`config.mk`:
```
export PLATFORM = sky130hd
export DESIGN_NAME = pe_array_ctrl
export DESIGN_NICKNAME = d
export VERILOG_FILES = /design/src/rtl/pe_ctrl_pkg.sv /design/src/rtl/pe_ctrl_delay_pipe.sv /design/src/rtl/pe_array_ctrl.sv
export SDC_FILE = /design/constraint.sdc
export NUM_CORES = 1
export LEC_CHECK = 0
export CAP_MARGIN = 20
export CORE_UTILIZATION = 53
export CTS_CLUSTER_DIAMETER = 60
export DETAILED_ROUTE_END_ITERATION = 6
export HOLD_SLACK_MARGIN = 0.06
export PLACE_DENSITY = 0.9
export SLEW_MARGIN = 20
export SYNTH_ARGS = -nofsm -noshare
export SYNTH_HDL_FRONTEND = slang
export SYNTH_HIERARCHICAL = 1
export SYNTH_SLANG_ARGS = --single-unit
```
`constraint.sdc`:
```
create_clock -name clk -period 3.3 [get_ports clk]
set_input_delay 0.33 -clock clk [delete_from_list [all_inputs] [get_ports clk]]
set_output_delay 0.33 -clock clk [all_outputs]
set_load 0.03 [all_outputs]
```
`src/rtl/pe_ctrl_pkg.sv`:
```
`default_nettype none
// ============================================================================
//  Module   : pe_ctrl_pkg
//  Purpose  : Shared types and constants for the 2x16 PE array sequencer.
//  Revision : 1.0 - initial release
// ============================================================================
package pe_ctrl_pkg;

  localparam int PE_ROWS  = 2;
  localparam int PE_COLS  = 16;
  localparam int ACC_REGS = 16;
  localparam int DATA_W   = 16;
  localparam int ACC_W    = $clog2(ACC_REGS);

  typedef enum logic [2:0] {
    IDLE  = 3'd0,
    ISSUE = 3'd1,
    ALIGN = 3'd2,
    ROUND = 3'd3,
    OUT   = 3'd4
  } state_e;

  // One MAC step's PE controls, travelling alongside the operand read latency.
  typedef struct packed {
    logic             mac_valid;
    logic             keep;
    logic [ACC_W-1:0] add_number;
  } pe_step_t;

endpackage
`default_nettype wire

```
`src/rtl/pe_ctrl_delay_pipe.sv`:
```
`default_nettype none
// ============================================================================
//  Module   : pe_ctrl_delay_pipe
//  Purpose  : DEPTH-stage register chain delaying PE step controls so they
//             line up with operand data returning from the buffers.
//  Revision : 1.0 - initial release
// ============================================================================
module pe_ctrl_delay_pipe
  import pe_ctrl_pkg::*;
#(
  parameter int DEPTH = 1
) (
  input  logic     clk,
  input  logic     rst,
  input  logic     flush_i,
  input  pe_step_t step_i,
  output pe_step_t step_o
);

  pe_step_t stage_q [DEPTH];

  for (genvar g = 0; g < DEPTH; g++) begin : g_stage
    if (g == 0) begin : g_head
      // First stage captures the step issued this cycle; flush drops it.
      always_ff @(posedge clk or posedge rst) begin
        if (rst)          stage_q[g] <= '0;
        else if (flush_i) stage_q[g] <= '0;
        else              stage_q[g] <= step_i;
      end
    end else begin : g_tail
      // Later stages shift the step forward; flush empties the whole chain.
      always_ff @(posedge clk or posedge rst) begin
        if (rst)          stage_q[g] <= '0;
        else if (flush_i) stage_q[g] <= '0;
        else              stage_q[g] <= stage_q[g-1];
      end
    end
  end

  assign step_o = stage_q[DEPTH-1];

endmodule
`default_nettype wire

```
`src/rtl/pe_array_ctrl.sv`:
```
`default_nettype none
// ============================================================================
//  Module   : pe_array_ctrl
//  Purpose  : Runs one accumulation tile on the 2x16 PE array: issues K
//             operand reads, drives aligned PE controls, triggers rounding
//             and hands the result to writeback over valid/ready.
//  Revision : 1.0 - initial release
// ============================================================================
module pe_array_ctrl
  import pe_ctrl_pkg::*;
#(
  parameter int ADDR_W = 8,
  parameter int K_MAX  = 256,
  parameter int RD_LAT = 1,
  parameter int RND_TO = 64
) (
  input  logic              clk,
  input  logic              rst,
  input  logic              start,
  input  logic              abort,
  input  logic [ADDR_W:0]   cfg_k_len,
  input  logic [ADDR_W-1:0] cfg_in_base,
  input  logic [ADDR_W-1:0] cfg_wt_base,
  input  logic [3:0]        cfg_acc_sel,
  output logic              in_rd_en,
  output logic [ADDR_W-1:0] in_rd_addr,
  output logic              wt_rd_en,
  output logic [ADDR_W-1:0] wt_rd_addr,
  output logic [3:0]        pe_add_number,
  output logic              pe_keep,
  output logic              pe_rounder_en,
  input  logic              pe_rounder_valid,
  output logic              out_valid,
  input  logic              out_ready,
  output logic              busy,
  output logic              done,
  output logic              err
);

  localparam int              CNT_W  = ADDR_W + 1;
  localparam int              TMO_W  = $clog2(RND_TO + 1);
  localparam logic [CNT_W:0]  K_LIMIT = (CNT_W + 1)'(K_MAX);

  state_e              state_q, state_d;
  logic [CNT_W-1:0]    step_q, step_d;
  logic [TMO_W-1:0]    tmo_q, tmo_d;
  logic                err_q, err_d;
  logic [CNT_W-1:0]    k_len_q, k_len_d;
  logic [ADDR_W-1:0]   in_base_q, in_base_d;
  logic [ADDR_W-1:0]   wt_base_q, wt_base_d;
  logic [ACC_W-1:0]    acc_q, acc_d;

  logic                w_k_bad;
  logic                w_issue;
  pe_step_t            w_step_in;
  pe_step_t            w_step_out;

  // Depth 0 and anything above K_MAX cannot be sequenced.
  assign w_k_bad = (cfg_k_len == '0) || ({1'b0, cfg_k_len} > K_LIMIT);

  // State, counters, latched configuration and sticky error.
  always_ff @(posedge clk or posedge rst) begin
    if (rst) begin
      state_q   <= IDLE;
      step_q    <= '0;
      tmo_q     <= '0;
      err_q     <= 1'b0;
      k_len_q   <= '0;
      in_base_q <= '0;
      wt_base_q <= '0;
      acc_q     <= '0;
    end else begin
      state_q   <= state_d;
      step_q    <= step_d;
      tmo_q     <= tmo_d;
      err_q     <= err_d;
      k_len_q   <= k_len_d;
      in_base_q <= in_base_d;
      wt_base_q <= wt_base_d;
      acc_q     <= acc_d;
    end
  end

  // Next-state logic and state-decoded strobes; abort overrides everything.
  always_comb begin
    state_d       = state_q;
    step_d        = step_q;
    tmo_d         = tmo_q;
    err_d         = err_q;
    k_len_d       = k_len_q;
    in_base_d     = in_base_q;
    wt_base_d     = wt_base_q;
    acc_d         = acc_q;
    w_issue       = 1'b0;
    pe_rounder_en = 1'b0;
    out_valid     = 1'b0;
    done          = 1'b0;

    case (state_q)
      IDLE: begin
        if (start) begin
          if (w_k_bad) begin
            err_d = 1'b1;
          end else begin
            k_len_d   = cfg_k_len;
            in_base_d = cfg_in_base;
            wt_base_d = cfg_wt_base;
            acc_d     = cfg_acc_sel;
            err_d     = 1'b0;
            step_d    = '0;
            state_d   = ISSUE;
          end
        end
      end
      ISSUE: begin
        w_issue = 1'b1;
        if (step_q == k_len_q - CNT_W'(1)) begin
          step_d  = '0;
          state_d = ALIGN;
        end else begin
          step_d = step_q + CNT_W'(1);
        end
      end
      ALIGN: begin
        if (step_q == CNT_W'(RD_LAT - 1)) begin
          tmo_d   = '0;
          state_d = ROUND;
        end else begin
          step_d = step_q + CNT_W'(1);
        end
      end
      ROUND: begin
        pe_rounder_en = (tmo_q == '0);
        if (pe_rounder_valid) begin
          state_d = OUT;
        end else if (tmo_q == TMO_W'(RND_TO - 1)) begin
          err_d   = 1'b1;
          state_d = IDLE;
        end else begin
          tmo_d = tmo_q + TMO_W'(1);
        end
      end
      OUT: begin
        out_valid = 1'b1;
        if (out_ready) begin
          done    = 1'b1;
          state_d = IDLE;
        end
      end
      default: state_d = IDLE;
    endcase

    if (abort) begin
      state_d = IDLE;
      step_d  = '0;
      tmo_d   = '0;
      err_d   = err_q;
      done    = 1'b0;
    end
  end

  assign in_rd_en   = w_issue;
  assign wt_rd_en   = w_issue;
  assign in_rd_addr = w_issue ? (in_base_q + step_q[ADDR_W-1:0]) : '0;
  assign wt_rd_addr = w_issue ? (wt_base_q + step_q[ADDR_W-1:0]) : '0;
  assign busy       = (state_q != IDLE);
  assign err        = err_q;

  // Step 0 overwrites the accumulator, later steps accumulate.
  assign w_step_in.mac_valid  = w_issue;
  assign w_step_in.keep       = (step_q != '0);
  assign w_step_in.add_number = acc_q;

  pe_ctrl_delay_pipe #(
    .DEPTH (RD_LAT)
  ) u_delay_pipe (
    .clk     (clk),
    .rst     (rst),
    .flush_i (abort),
    .step_i  (w_step_in),
    .step_o  (w_step_out)
  );

  assign pe_add_number = w_step_out.mac_valid ? w_step_out.add_number : '0;
  assign pe_keep       = w_step_out.mac_valid & w_step_out.keep;

endmodule
`default_nettype wire

```
### Yosys cells after proc, flatten, opt, wreduce, memory -nomap -nowiden

Index checks and enable logic that the tools add are counted.
W data, S select, Z words.

* word-level logic and storage cells: 88
* output and inout port bits: 28
* input port bits: 35
* register bits: 55

* reductions and logical operators: 15
* add/subtract/negate cells: 5
* bitwise operators: 3
* mux-type cells: 35
* equal/unequal tests: 18
* magnitude comparators: 1

Operator list (number)
* $mux W9: 5
* $mux W7: 4
* $pmux W9 S3: 1
* $mux W3: 8
* $ne A3 B3 Y1 const B: 8
* $logic_not A9 Y1: 2
* $add A8 B8 Y8: 2
* $mux W8: 2
* $pmux W3 S5: 1
* $pmux W7 S2: 1
* $mux W1: 10
* $add A9 B1 Y9 const B: 1
* $eq A9 B9 Y1: 1
* $gt A9 B9 Y1 const B: 1
* $reduce_bool A9 Y1: 1
* $sub A9 B1 Y9 const B: 1
* $reduce_and A4 Y1: 2
* $add A7 B1 Y7 const B: 1
* $eq A7 B6 Y1 const B: 1
* $logic_not A7 Y1: 1
* $eq A3 B2 Y1 const B: 2
* $mux W6: 1
* $ne A2 B2 Y1 const B: 3
* $reduce_and A6 Y1: 1
* other kinds (14): 16

### Depth between registers and ports, before layout

* depth in word-level cells: 6
* gate-level depth with buffers: 9
* mapped depth without buffers: 9

### Modules after synthesis

Netlist, hierarchy kept.

By module, submodules not included
* pe_array_ctrl: times used 1, area each 3274.4 um^2, cells each 333, seq. area each 1226.2 um^2
* pe_ctrl_delay_pipe: times used 1, area each 191.4 um^2, cells each 13, seq. area each 150.1 um^2

### Least setup slack after synthesis

Ideal clock, no wire load.

* kind: register to output
* from: register step_q[0]
* to: output wt_rd_addr[6]
* stages on the path, launching flop included: 9
* arrival: 2.232 ns
* path slack: 0.738 ns
* data required time: 2.970 ns
* buffers on the path: 0
* cells stage by stage: dfrtp_1 ha_1 fa_1 a21o_1 a21o_1 a21o_1 a21oi_1 xor2_1 nor2_1

* word-level cells in the longest chain between the ends: 2

RTL lines
* from (decl): RTL line pe_array_ctrl.sv:45 `logic [CNT_W-1:0] step_q, step_d;`
* from (signal assigned): RTL line pe_array_ctrl.sv:74 `step_q <= step_d;`
* $add A8 B8 Y8: RTL line pe_array_ctrl.sv:165 `assign wt_rd_addr = w_issue ? (wt_base_q + step_q[ADDR_W-1:0]) : '0;`
* $mux W8: RTL line pe_array_ctrl.sv:165
* to (decl): RTL line pe_array_ctrl.sv:28 `output logic [ADDR_W-1:0] wt_rd_addr,`

No other way between the ends.

### Final worst setup path

Same ends and word-level chain as after synthesis.

==> metrics <==
number of synthesized flops with an enable pin=0; Hold-fix buffers, CTS=0; Synth area leaders=dfrtp_1 (40%), mux2_2 (9.1%), ha_1 (6.9%); Setup crit end=wt_rd_addr[6]; syn_nets=around 400; antenna-violating nets left=0; Die Wd=a little over 80 um; switching share of power=0.3180; Ports=63; Final Hold Viols=0; simple-gate share of the synthesized area=0.2065; adder-cell share of the synthesized area=0.08014; flip-flop and latch count after synthesis=55; crit path kind=reg2out; Worst-Margin Slew=~0.87 ns; CTS tree=done; Setup TNS Final=0 ns; Pre-antenna DRT Iters=4; GRT Util Overall=0.2432; syn avg cell area=10.02 sq um; Int Power=around 1.3 mW; largest area contributor in the netlist=dfrtp_1; dpl ws=roughly 0.26 ns; CTS clk-pin slew, worst paths=approximately 0.11 ns; Leak Pwr=just under 2 nW; post-synthesis sequential area ratio=0.3971; Area Overhead vs Synth=23.50%; switching power=between 500 and 600 uW; Synth Instances=between 300 and 400; row cnt=29; type of the worst min-delay path=in2async; top-area cell type share of the netlist area=0.3971; top_reg_cell synth=dfrtp_1; mux cell area share after synthesis=0.09097; Power Dens Cells=between 400 and 500 mW/mm^2; Starting Density=0.5489; PnR worst setup slack=between 0.1 and 0.15 ns; clock sinks=55; Setup crit end kind=primary output; htree depth=2; vias in the first global route=about 2900; layout cell share with drive strength beyond 1=0.1366; Die Area=0.006867 sq mm; Comb pwr share=0.306; Chip Height=a little over 80 um; Synth Area in Compound Gates=0.1260; Required @ worst endpoint=~3.0 ns; RSZ-0062 raised after global routing=no; synthesized area=approximately 0.0035 sq mm; Root Buffer=clkbuf_8; core footprint=around 0.0063 sq mm; Clk network pwr share=0.245; first-pass GRT wire length=about 13 mm; Final Total Pwr=around 1.9 mW; worst vdd ir=around 0.00028 V; PortBufs=62; Critical Path Start Type=flop; post-cts sizing count=5; Synth cell types=between 50 and 60; Max-Cap Viols=0; initial antenna violation count=0; drt total wl=around 8 mm; clk buf depth=2; run status=complete, no violations; Pins Over Slew Limit=0; initial drt markers=about 140; combinational family with the most area after synthesis=simple AND/OR/NAND/NOR gates; skew final=around 0.016 ns; post-CTS setup buffers=0; Post-DP HPWL=5.911 mm; reg2reg path depth=8; gpl congestion=approximately 0.87; warnings from Yosys=6; Clk Latency, worst-skew pair=0.32 ns; nets=~470; max_slew headroom=0.4190; asr flop ratio synth=1.000; largest net degree at the start of global routing=50; Reg-to-Reg End=step_q[7]; Critical Path Fanout Max=8; Fmax=about 320 MHz; overflow left after global routing=0; reg-to-reg critical path startpoint=k_len_q[0]; post-synthesis xor/xnor area fraction=0.06570; CP Launch Point=step_q[0]; cts bufs inserted=5; R2R Setup Slk=0.61 ns; Critical Path AT=between 2 and 3 ns; vias per cell=slightly below 6; vias=2830; Layout Utilization=0.6780; Period minus WS final=about 3.2 ns; placed standard-cell area=about 0.0042 sq mm; period utilization=0.9546; Routed WL per cell=around 16 um; setup violators final=0; Finished Cell Area=between 0.004 and 0.005 sq mm; # DRC=0; Seq pwr share=0.449
[registers in the layout, summed over array words and instances, names as in the netlist]
signal               flops
step_q                   9
tmo_q                    7
u_delay_pipe/step_o      6
in_base_q                8
state_q                  3
wt_base_q                8
acc_q                    4
err                      1
k_len_q                  9
[per-stage QoR]
| step | std cells | hold slack [ns] |
|---|---|---|
| after floorplan | 346 | 0.1210 |
| after global placement | 479 | 0.4770 |
| after detailed placement | 479 | 0.4845 |
| after CTS | 487 | 0.2747 |
| after global routing | 487 | 0.2932 |
| final | 488 | 0.2715 |
[how the worst min path moves through the flow]
stage,startpoint,end,slack (ns),cells after the start
after floorplan,rst,u_delay_pipe/step_o[0],0.12,1
after global placement,acc_q[1],u_delay_pipe/step_o[1],0.48,1
after detailed placement,acc_q[1],u_delay_pipe/step_o[1],0.48,1
after CTS,rst,u_delay_pipe/step_o[3],0.27,2
after global routing,rst,u_delay_pipe/step_o[3],0.29,2
final,rst,u_delay_pipe/step_o[3],0.27,2
[power groups by stage]
stage / clock network (mW) / registers (mW) / logic (mW)
after floorplan: 0 / 0.836 / 0.402
after global placement: 0 / 0.853 / 0.569
after detailed placement: 0 / 0.858 / 0.581
after CTS: 0.462 / 0.845 / 0.582
after global routing: 0.487 / 0.858 / 0.629
final: 0.460 / 0.845 / 0.577
[synth_stat cells, types with 2 or more instances]
cell type	instances
nor3b_1	2
o41a_1	2
nor3_1	9
nand4_1	3
and2_1	9
a22o_1	6
xor2_1	9
xnor2_1	17
o21a_1	3
or4_1	3
a21o_1	14
nor2b_1	13
inv_1	19
nand2_1	12
ha_1	19
nor4_1	2
clkbuf_1	6
nand3_1	11
a211oi_1	2
or4_4	2
o21ai_0	7
a31oi_1	2
dfrtp_1	55
fa_1	2
nor4b_1	2
a21oi_1	13
mux2_2	28
buf_2	3
nor2_1	37
and3_1	2
nand2b_1	2
nand3b_1	3
or3_1	6
or2_2	3
[layer usage]
metal | global-route usage | share of wire
met5 | 0 | 0
met4 | 0.09091 | 0.029
met3 | 0.04573 | 0.060
met2 | 0.4240 | 0.50
met1 | 0.2992 | 0.41
[worst max-delay path, cell delays in order (launching register included)]
cell	delay, ns
dfrtp_1	0.49
ha_1	0.27
fa_1	0.41
a21o_1	0.17
a21o_1	0.19
a21o_1	0.18
a21oi_1	0.18
xor2_1	0.17
nor2_1	0.06
dlygate4sd2_1	0.37
[cell usage in the layout, fill, tap and decap left out, types with 9 or more instances in the layout]
cell             instances
nor2_1                  37
ha_1                    19
mux2_2                  28
dfrtp_1                 54
and2_1                   9
xnor2_1                 17
nor3_1                   9
nor2b_1                 13
a21o_1                  14
xor2_1                   9
nand3_1                 11
clkdlybuf4s50_1         58
nand2_1                 12
a21oi_1                 13
inv_1                   18
[kinds of logic (layout without fill, tap and decap cells)]
family | Yosys count | in the layout
AO/OA/AOI/OAI | 59 | 59
flip-flops | 55 | 55
multiplexers | 28 | 28
XOR/XNOR | 26 | 26
AND/OR/NAND/NOR | 128 | 128
adder cells (fa/ha/maj) | 21 | 21
buffers and inverters | 29 | 93
other | 0 | 1
[final cells by class]
| type | instances | area, sq um |
|---|---|---|
| fill | 510 | 2033 |
| multi-input combinational | 262 | 1973 |
| sequential | 55 | 1378 |
| timing repair buffer | 66 | 646.9 |
| tap | 77 | 96.34 |
| clock buffer | 6 | 72.57 |
| inverter | 19 | 72.57 |
| clock inverter | 2 | 38.79 |
| antenna | 1 | 2.502 |
Power figures use the tool's default switching activity.
